==> config.mk <==
export PLATFORM = sky130hd
export DESIGN_NAME = firmware_loader
export DESIGN_NICKNAME = d
export VERILOG_FILES = /design/src/rtl/firmware_loader.sv
export SDC_FILE = /design/constraint.sdc
export NUM_CORES = 1
export LEC_CHECK = 0
export ABC_AREA = 1
export CORE_MARGIN = 10
export CORE_UTILIZATION = 49
export CTS_BUF_LIST = sky130_fd_sc_hd__clkbuf_16
export DETAILED_ROUTE_END_ITERATION = 7
export PLACE_DENSITY = 0.8
export SLEW_MARGIN = 20
export SYNTH_ARGS = -nofsm -noshare
export SYNTH_HDL_FRONTEND = slang
export SYNTH_SLANG_ARGS = --single-unit
==> constraint.sdc <==
create_clock -name clk -period 2.08 [get_ports clk]
set_input_delay 0.312 -clock clk [delete_from_list [all_inputs] [get_ports clk]]
set_output_delay 0.312 -clock clk [all_outputs]
set_load 0.05 [all_outputs]
==> src/rtl/firmware_loader.sv <==
// Boot sequencer: packs 16-bit firmware halfwords from spi_mm into 32-bit program RAM words,
// then flushes any odd halfword, hands the RAM port to the CPU and releases CPU reset.
module firmware_loader #(
  parameter int ADDR_W    = 14,
  parameter int BASE_ADDR = 0,
  parameter int MAX_WORDS = 4096
) (
  input  logic              clk,
  input  logic              reset,
  input  logic              firm_wr,
  input  logic [15:0]       firm_data,
  output logic              firm_ack,
  input  logic              cpu_start,
  output logic              cpu_start_ack,
  output logic              mem_wr,
  input  logic              mem_wr_ready,
  output logic [ADDR_W-1:0] mem_addr,
  output logic [31:0]       mem_wr_data,
  output logic              mem_owner,
  output logic              cpu_reset,
  output logic [ADDR_W:0]   words_loaded,
  output logic              load_overflow
);

  localparam logic [ADDR_W-1:0] ADDR_RST  = ADDR_W'(BASE_ADDR);
  localparam logic [ADDR_W:0]   WORDS_MAX = (ADDR_W+1)'(MAX_WORDS);

  typedef enum logic [1:0] {LOAD, WRITE, FLUSH, RUN} state_t;

  state_t              state, state_nxt;
  logic                half, half_nxt;
  logic                firm_ack_nxt, cpu_start_ack_nxt, mem_wr_nxt;
  logic [ADDR_W-1:0]   mem_addr_nxt;
  logic [31:0]         mem_wr_data_nxt;
  logic                mem_owner_nxt, cpu_reset_nxt, load_overflow_nxt;
  logic [ADDR_W:0]     words_loaded_nxt;

  // A request held high during its own ack pulse must not be taken twice.
  logic firm_seen, start_seen, mem_accept, full;
  assign firm_seen  = firm_wr & ~firm_ack;
  assign start_seen = cpu_start & ~cpu_start_ack;
  assign mem_accept = mem_wr & mem_wr_ready;
  assign full       = (words_loaded == WORDS_MAX);

  always_comb begin
    state_nxt         = state;
    half_nxt          = half;
    firm_ack_nxt      = 1'b0;
    cpu_start_ack_nxt = 1'b0;
    mem_wr_nxt        = mem_wr;
    mem_addr_nxt      = mem_addr;
    mem_wr_data_nxt   = mem_wr_data;
    mem_owner_nxt     = mem_owner;
    cpu_reset_nxt     = cpu_reset;
    words_loaded_nxt  = words_loaded;
    load_overflow_nxt = load_overflow;
    case (state)
      LOAD: begin
        if (firm_seen) begin
          if (full) begin
            firm_ack_nxt      = 1'b1;
            load_overflow_nxt = 1'b1;
          end else if (!half) begin
            mem_wr_data_nxt[15:0] = firm_data;
            half_nxt              = 1'b1;
            firm_ack_nxt          = 1'b1;
          end else begin
            // Second halfword stays unacked until the RAM takes the word.
            mem_wr_data_nxt[31:16] = firm_data;
            mem_wr_nxt             = 1'b1;
            state_nxt              = WRITE;
          end
        end else if (start_seen) begin
          if (half) begin
            mem_wr_data_nxt[31:16] = 16'h0000;
            mem_wr_nxt             = 1'b1;
            state_nxt              = FLUSH;
          end else begin
            cpu_start_ack_nxt = 1'b1;
            mem_owner_nxt     = 1'b1;
            cpu_reset_nxt     = 1'b0;
            state_nxt         = RUN;
          end
        end
      end
      WRITE, FLUSH: begin
        if (mem_accept) begin
          mem_wr_nxt       = 1'b0;
          mem_addr_nxt     = mem_addr + ADDR_W'(1);
          words_loaded_nxt = words_loaded + (ADDR_W+1)'(1);
          half_nxt         = 1'b0;
          if (state == WRITE) begin
            firm_ack_nxt = 1'b1;
            state_nxt    = LOAD;
          end else begin
            cpu_start_ack_nxt = 1'b1;
            mem_owner_nxt     = 1'b1;
            cpu_reset_nxt     = 1'b0;
            state_nxt         = RUN;
          end
        end
      end
      RUN: begin
        // Terminal: late requests are acknowledged and ignored.
        firm_ack_nxt      = firm_seen;
        cpu_start_ack_nxt = start_seen;
      end
      default: state_nxt = LOAD;
    endcase
  end

  always_ff @(posedge clk) begin
    if (reset) begin
      state         <= LOAD;
      half          <= 1'b0;
      firm_ack      <= 1'b0;
      cpu_start_ack <= 1'b0;
      mem_wr        <= 1'b0;
      mem_addr      <= ADDR_RST;
      mem_wr_data   <= 32'h0;
      mem_owner     <= 1'b0;
      cpu_reset     <= 1'b1;
      words_loaded  <= '0;
      load_overflow <= 1'b0;
    end else begin
      state         <= state_nxt;
      half          <= half_nxt;
      firm_ack      <= firm_ack_nxt;
      cpu_start_ack <= cpu_start_ack_nxt;
      mem_wr        <= mem_wr_nxt;
      mem_addr      <= mem_addr_nxt;
      mem_wr_data   <= mem_wr_data_nxt;
      mem_owner     <= mem_owner_nxt;
      cpu_reset     <= cpu_reset_nxt;
      words_loaded  <= words_loaded_nxt;
      load_overflow <= load_overflow_nxt;
    end
  end

endmodule
==> qor.yml, run 1 <==
place_inst: 604
start_util_pct: 50.1
drc: 0
ys_types: 38
row_count: 30
track_usage_pct: 17.5
ys_warn_count: 0
arrival_ns: 1.70
leakagePower_nw: 1.69
fin_area_um2: 4640
cts.sinks: 70
drt_first_pass_iters: 4
synth_top_family_by_area: "simple AND/OR/NAND/NOR gates"
yosysSeqAreaShare_pct: 41.7
critPathSlowestCell: "clkdlybuf4s50_1"
slowest_delay_ns: 0.87
dieArea_um2: 10600
irDropWorstVdd_uv: 605
io_pins: 88
area_growth_pct: 37.9
r2r_slack_ns: 0.17
slew_headroom_pct: 61.8
grt_pass1_vias: 3129
final_cells: 623
gp_congestion: 0.891
maxSlewViolCount: 0
cts_hold_buf: 0
synth-simple-area-share_pct: 32.3
synth_area_um2: 3360
clk_latency_ns: 0.33
grt_overflow: 0
antenna_found_initial: 0
crit_type: "flip-flop to output pin"
critPathTopFamily: "buffers and inverters"
syn_inst: 448
fmax_ghz: 0.497
worst_clock_skew_ns: 0.00686
nets: 566
grt_pass1_wl_um: 14900
min_period_ns: 2.01
core-area_um2: 6720
hp-class: "primary input to flip-flop"
synthAdderAreaFrac_pct: 2.60
numCtsBuffers: 9
dieWidth_um: 103
final_layout_size_suffix_gt1_share_pct: 13.8
drv_cap: 0
syn-num-nets: 476
port_buffers: 87
vias_per_cell: 5.26
cts-root-buf: "clkbuf_16"
routedWlPerCell_um: 14.8
drt-initial-drc-count: 147
max_slew.worst_pin.slew_ns: 0.572
async_reset_ff_share_pct: 0
post-route-period-util_pct: 96.7
ys.flop_type: "dfxtp_1"
cts_tree: "built"
crit_chain: "clkdlybuf4s50_1"
critPathMaxFanout: 9
final_antenna_net_count: 0
diodes: 0
place_area_um2: 4260
crit_required_ns: 1.77
clk_path_buf_depth: 2
wl_um: 9220
cp-start-kind: "flip-flop"
syn_avg_cell_area_um2: 7.51
cts.clk_slew.worst_paths_ns: 0.06
synth-edff-count: 0
synth_mux_area_share_pct: 0
num_vias: 3276
finalPower_mw: 5.09
cts_htree_levels: 3
fin_util_pct: 69.1
p_per_area_nw_per_um2: 1100
grt_max_degree: 45
status: "finished, final reports clean"
worstSetupEndpointType: "output pin"
cp_num_buf_inv: 1
ys_ff_latch: 70
hold_viol_final: 0
synth_compound_area_share_pct: 14.5
fillCellCount: 558
finalSetupViolations: 0
synthXorXnorAreaFrac_pct: 0
hpwl_um: 6510
die_y_um: 103
[Yosys cell counts, types with 2 or more instances]
library cell	instances	area, um2
nor3_1	5	25.0
ha_1	7	87.6
nand2_1	86	323
nand3_2	2	20.0
o21ai_0	22	110
clkbuf_1	6	22.5
nand2_2	15	93.8
buf_4	2	15.0
buf_2	3	15.0
nor3b_1	2	15.0
a21oi_2	10	87.6
nand4_1	4	25.0
nor2_2	3	18.8
o22ai_1	2	12.5
nand3_1	50	250
inv_1	45	169
buf_6	2	22.5
a21oi_1	49	245
nor2_1	34	128
inv_2	4	15.0
nor2_4	8	90.1
nand3_4	2	35.0
dfxtp_1	70	1400
[path summary, 6_finish.rpt]
path                                 from                  endpoint  cells past startpoint
max          words_loaded[3]$_SDFFE_PP0P_           words_loaded[3]                      1
min                                 reset    cpu_reset$_SDFFE_PP1P_                      3
max reg2reg         state[0]$_SDFFE_PP0P_  mem_addr[9]$_SDFFE_PP0P_                     12
min reg2reg        mem_owner$_SDFFE_PP0P_    mem_owner$_SDFFE_PP0P_                      2
[flip-flops by register name, indices dropped and copies added (netlist names), 2 cells and up]
register,count
state,2
mem_wr_data,32
mem_addr,14
words_loaded,15
[final cells by class]
| cell class | instances | area, um2 | share of cell area (%) |
|---|---|---|---|
| clock buffer | 9 | 225 | 4.85 |
| clock inverter | 7 | 113 | 2.43 |
| inverter | 52 | 203 | 4.37 |
| multi-input combinational | 312 | 1670 | 36.1 |
| sequential | 70 | 1400 | 30.2 |
| tap | 80 | 100 | 2.16 |
| timing repair buffer | 93 | 923 | 19.9 |
[cell families after synthesis]
group / after synthesis
and+or+nand+nor: 217
DFF: 70
buffers and inverters: 67
AOI/OAI and AO/OA: 87
adders and majority gates: 7
[power breakdown]
part / switching, mW / internal [mW] / leakage (nW)
registers: 0.109 / 1.50 / 0.567
logic: 1.18 / 0.562 / 0.970
clock network: 0.575 / 1.16 / 0.157
total: 1.87 / 3.22 / 1.69
[stage by stage]
stage / worst slack (ns) / setup TNS [ns] / hold slack (ns)
6_report: 0.0694 / 0 / 0.429
5_1_grt: -0.00188 / -0.00188 / 0.472
4_1_cts: 0.0671 / 0 / 0.431
3_5_place_dp: 0.145 / 0 / 0.442
3_3_place_gp: 0.197 / 0 / 0.435
2_1_floorplan: 0.207 / 0 / 0.459
[cells in the final DEF (no fill, tap or decap), types with 2 or more instances in the layout]
master | synthesis | routed
clkinv_1 | 1 | 3
inv_1 | 45 | 45
o22ai_1 | 2 | 2
nand3_2 | 2 | 3
clkinvlp_4 | 0 | 2
o21ai_0 | 22 | 22
nor2_1 | 34 | 34
nor2_2 | 3 | 3
a21oi_1 | 49 | 49
nor2_4 | 8 | 8
a21oi_2 | 10 | 10
nand3_4 | 2 | 2
nor3b_1 | 2 | 2
bufinv_16 | 0 | 3
nand2_1 | 86 | 86
ha_1 | 7 | 6
nand3_1 | 50 | 50
dfxtp_1 | 70 | 70
nand2_2 | 15 | 15
clkbuf_16 | 0 | 9
buf_4 | 2 | 5
inv_2 | 4 | 4
clkdlybuf4s50_1 | 0 | 86
nand4_1 | 4 | 4
nor3_1 | 5 | 5
[routing by layer]
metal	vias to the layer above	track usage [%]	routed length (um)
li1	1652	-	-
met1	1528	20.4	3780
met2	85	29.7	4650
met3	11	5.43	652
met4	0	5.99	144
met5	-	0	0
[repair_timing]
| item | CTS | global route |
|---|---|---|
| setup buffers | 0 | 2 |
| endpoints found under the setup margin | 0 | 8 |
| resized for setup | 0 | 1 |
(Power assumes the default switching activity.)
==> inputs of run 2 (changes only) <==
CORE_UTILIZATION = 40   (was 49)
PLACE_DENSITY = 0.68   (was 0.8)
==> run 2 against run 1 <==
Against the previous run: non-clock buffer count rose by 2; first-iteration DRC count rose by 1.4%; combinational power barely moved; final area rose by 0.22%; via count fell by 0.52%; wire length rose by 0.80%; critical path type unchanged; global-route usage fell by 2.7 points; critical endpoint unchanged; utilization fell by 12 points; worst setup slack improved by 0.026 ns; sequential power barely moved.
==> qor.yml, run 2 (synthesis results as in run 1) <==
hp-class: "flip-flop to flip-flop"
cts-root-buf: "clkbuf_16"
worst_clock_skew_ns: 0.00616  # -0.000706 ns
fillCellCount: 758  # +36%
rr_startpoint: "state[0]$_SDFFE_PP0P_"
clk_latency_ns: 0.33  # about the same
drc: 0  # unchanged
place_area_um2: 4300  # +0.91%
final_antenna_net_count: 0  # unchanged
p_per_area_nw_per_um2: 1060  # -3.2%
cp_num_buf_inv: 1  # unchanged
nets: 568  # +0.35%
diodes: 0  # unchanged
num_vias: 3259  # -0.52%
multi_input_area_um2: 1670  # unchanged
fin_setup_tns_ns: 0  # unchanged
io_pins: 88  # unchanged
slowest_delay_ns: 0.87  # about the same
largest_reg_flops: 32  # unchanged
cts_hold_buf: 0  # unchanged
min_period_ns: 1.98  # -0.0261 ns
cp-startpoint: "words_loaded[3]$_SDFFE_PP0P_"
gp_congestion: 0.887  # -0.55%
drt-initial-drc-count: 149  # +1.4%
critPathSlowestCell: "clkdlybuf4s50_1"
hold_viol_final: 0  # unchanged
crit_chain: "clkdlybuf4s50_1"
core-area_um2: 8220  # +22%
fin_util_pct: 56.6  # -12 points
regArea_um2: 1400  # unchanged
rsz0062_at_grt: "false"
hpwl_um: 6800  # +4.5%
drv_cap: 0  # unchanged
row_count: 33  # +10%
slew_headroom_pct: 63.3  # +1.5 points
cts.sinks: 70  # unchanged
port_buffers: 87  # unchanged
die_y_um: 112  # +8.6%
max_slew.worst_pin.slew_ns: 0.551  # -0.0208 ns
arrival_ns: 1.67  # -0.03 ns
reg_top3: "mem_wr_data x32, words_loaded x15, mem_addr x14"
mostFrequentLayoutCells: "nand2_1 (86), clkdlybuf4s50_1 (86), dfxtp_1 (70)"
grt_pass1_wl_um: 15500  # +4.1%
crit_path_end: "words_loaded[3]"
r2r_cells: 9  # -3
clk_path_buf_depth: 2  # unchanged
track_usage_pct: 14.8  # -2.7 points
finalSetupViolations: 0  # unchanged
cts_tree: "built"
grt_overflow: 0  # unchanged
dieWidth_um: 112  # +8.6%
area_growth_pct: 38.2
cts_htree_levels: 3  # unchanged
critPathMaxFanout: 9  # unchanged
dieArea_um2: 12500  # +18%
top_register: "mem_wr_data"
vias_per_cell: 5.01  # -4.7%
cts.clk_slew.worst_paths_ns: 0.06  # about the same
routedWlPerCell_um: 14.3  # -3.4%
final_cells: 650  # +4.3%
post-route-period-util_pct: 95.4  # -1.3 points
crit_type: "flip-flop to output pin"
drt_first_pass_iters: 4  # unchanged
start_util_pct: 40.9  # -9.1 points
status: "finished, final reports clean"
numCtsBuffers: 9  # unchanged
crit_required_ns: 1.77  # about the same
fin_hold_ws_ns: 0.445  # +0.0156 ns
antenna_found_initial: 0  # unchanged
critPathTopFamily: "buffers and inverters"
place_inst: 630  # +4.3%
cp-start-kind: "flip-flop"
worst_r2r_endpoint: "mem_addr[12]$_SDFFE_PP0P_"
final_layout_size_suffix_gt1_share_pct: 14.3  # +0.50 points
wl_um: 9300  # +0.80%
grt_max_degree: 45  # unchanged
maxSlewViolCount: 0  # unchanged
fmax_ghz: 0.504  # +1.3%
leakagePower_nw: 1.69  # -0.28%
worstSetupEndpointType: "output pin"
r2r_slack_ns: 0.23  # +0.06 ns
grt_pass1_vias: 3133  # +0.13%
crit_cells: 1  # unchanged
fin_area_um2: 4650  # +0.22%
irDropWorstVdd_uv: 623  # +3.0%
[run 2: per-layer routing]
layer	wire, um	vias up	part of all wire [%]	track usage [%]
met2	4610	88	50	24.6
met4	184	0	2.0	6.60
met1	3880	1503	42	17.0
met5	0	-	0	0
met3	618	16	6.6	4.46
li1	-	1652	-	-
[run 2: what timing repair did]
item,in CTS,in global routing
endpoints found under the setup margin,0,7
buffers inserted,0,3
resized for setup,0,1
[run 2: layout make-up]
| class | instances | share of cell area (%) |
|---|---|---|
| multi-input cells | 312 | 36.0 |
| flip-flops and latches | 70 | 30.1 |
| repair buffers | 95 | 19.9 |
| well taps | 105 | 2.83 |
| clock buffers | 9 | 4.84 |
| inverters | 52 | 4.36 |
| clock inverters | 7 | 1.91 |
[run 2: how the worst min path moves through the flow]
stage	start	endpoint	slack, ns	cells past startpoint
final	cpu_reset$_SDFFE_PP1P_	cpu_reset$_SDFFE_PP1P_	0.44	2
after global routing	cpu_reset$_SDFFE_PP1P_	cpu_reset$_SDFFE_PP1P_	0.48	2
after CTS	cpu_reset$_SDFFE_PP1P_	cpu_reset$_SDFFE_PP1P_	0.45	2
after detailed placement	cpu_reset$_SDFFE_PP1P_	cpu_reset$_SDFFE_PP1P_	0.44	2
after global placement	cpu_reset$_SDFFE_PP1P_	cpu_reset$_SDFFE_PP1P_	0.43	2
after floorplan	firm_data[0]	mem_wr_data[16]$_SDFFE_PP0P_	0.46	2
[run 2: metrics by stage]
stage	worst slack [ns]	total power, mW
6_report	0.0954	4.94
3_5_place_dp	0.145	3.33
2_1_floorplan	0.207	2.90
4_1_cts	0.0785	4.95
5_1_grt	0.0130	5.22
3_3_place_gp	0.183	3.31
[run 2: power breakdown]
group          internal [mW]  switching, mW
clock                   1.04          0.570
combinational          0.560           1.16
sequential              1.50          0.107
total                   3.10           1.84
==> inputs of run 3 (changes only) <==
CTS_CLUSTER_DIAMETER = 120   (was unset)
==> results of run 3 <==
Same layout as run 2: the final DEF is identical, and so are final timing and power.
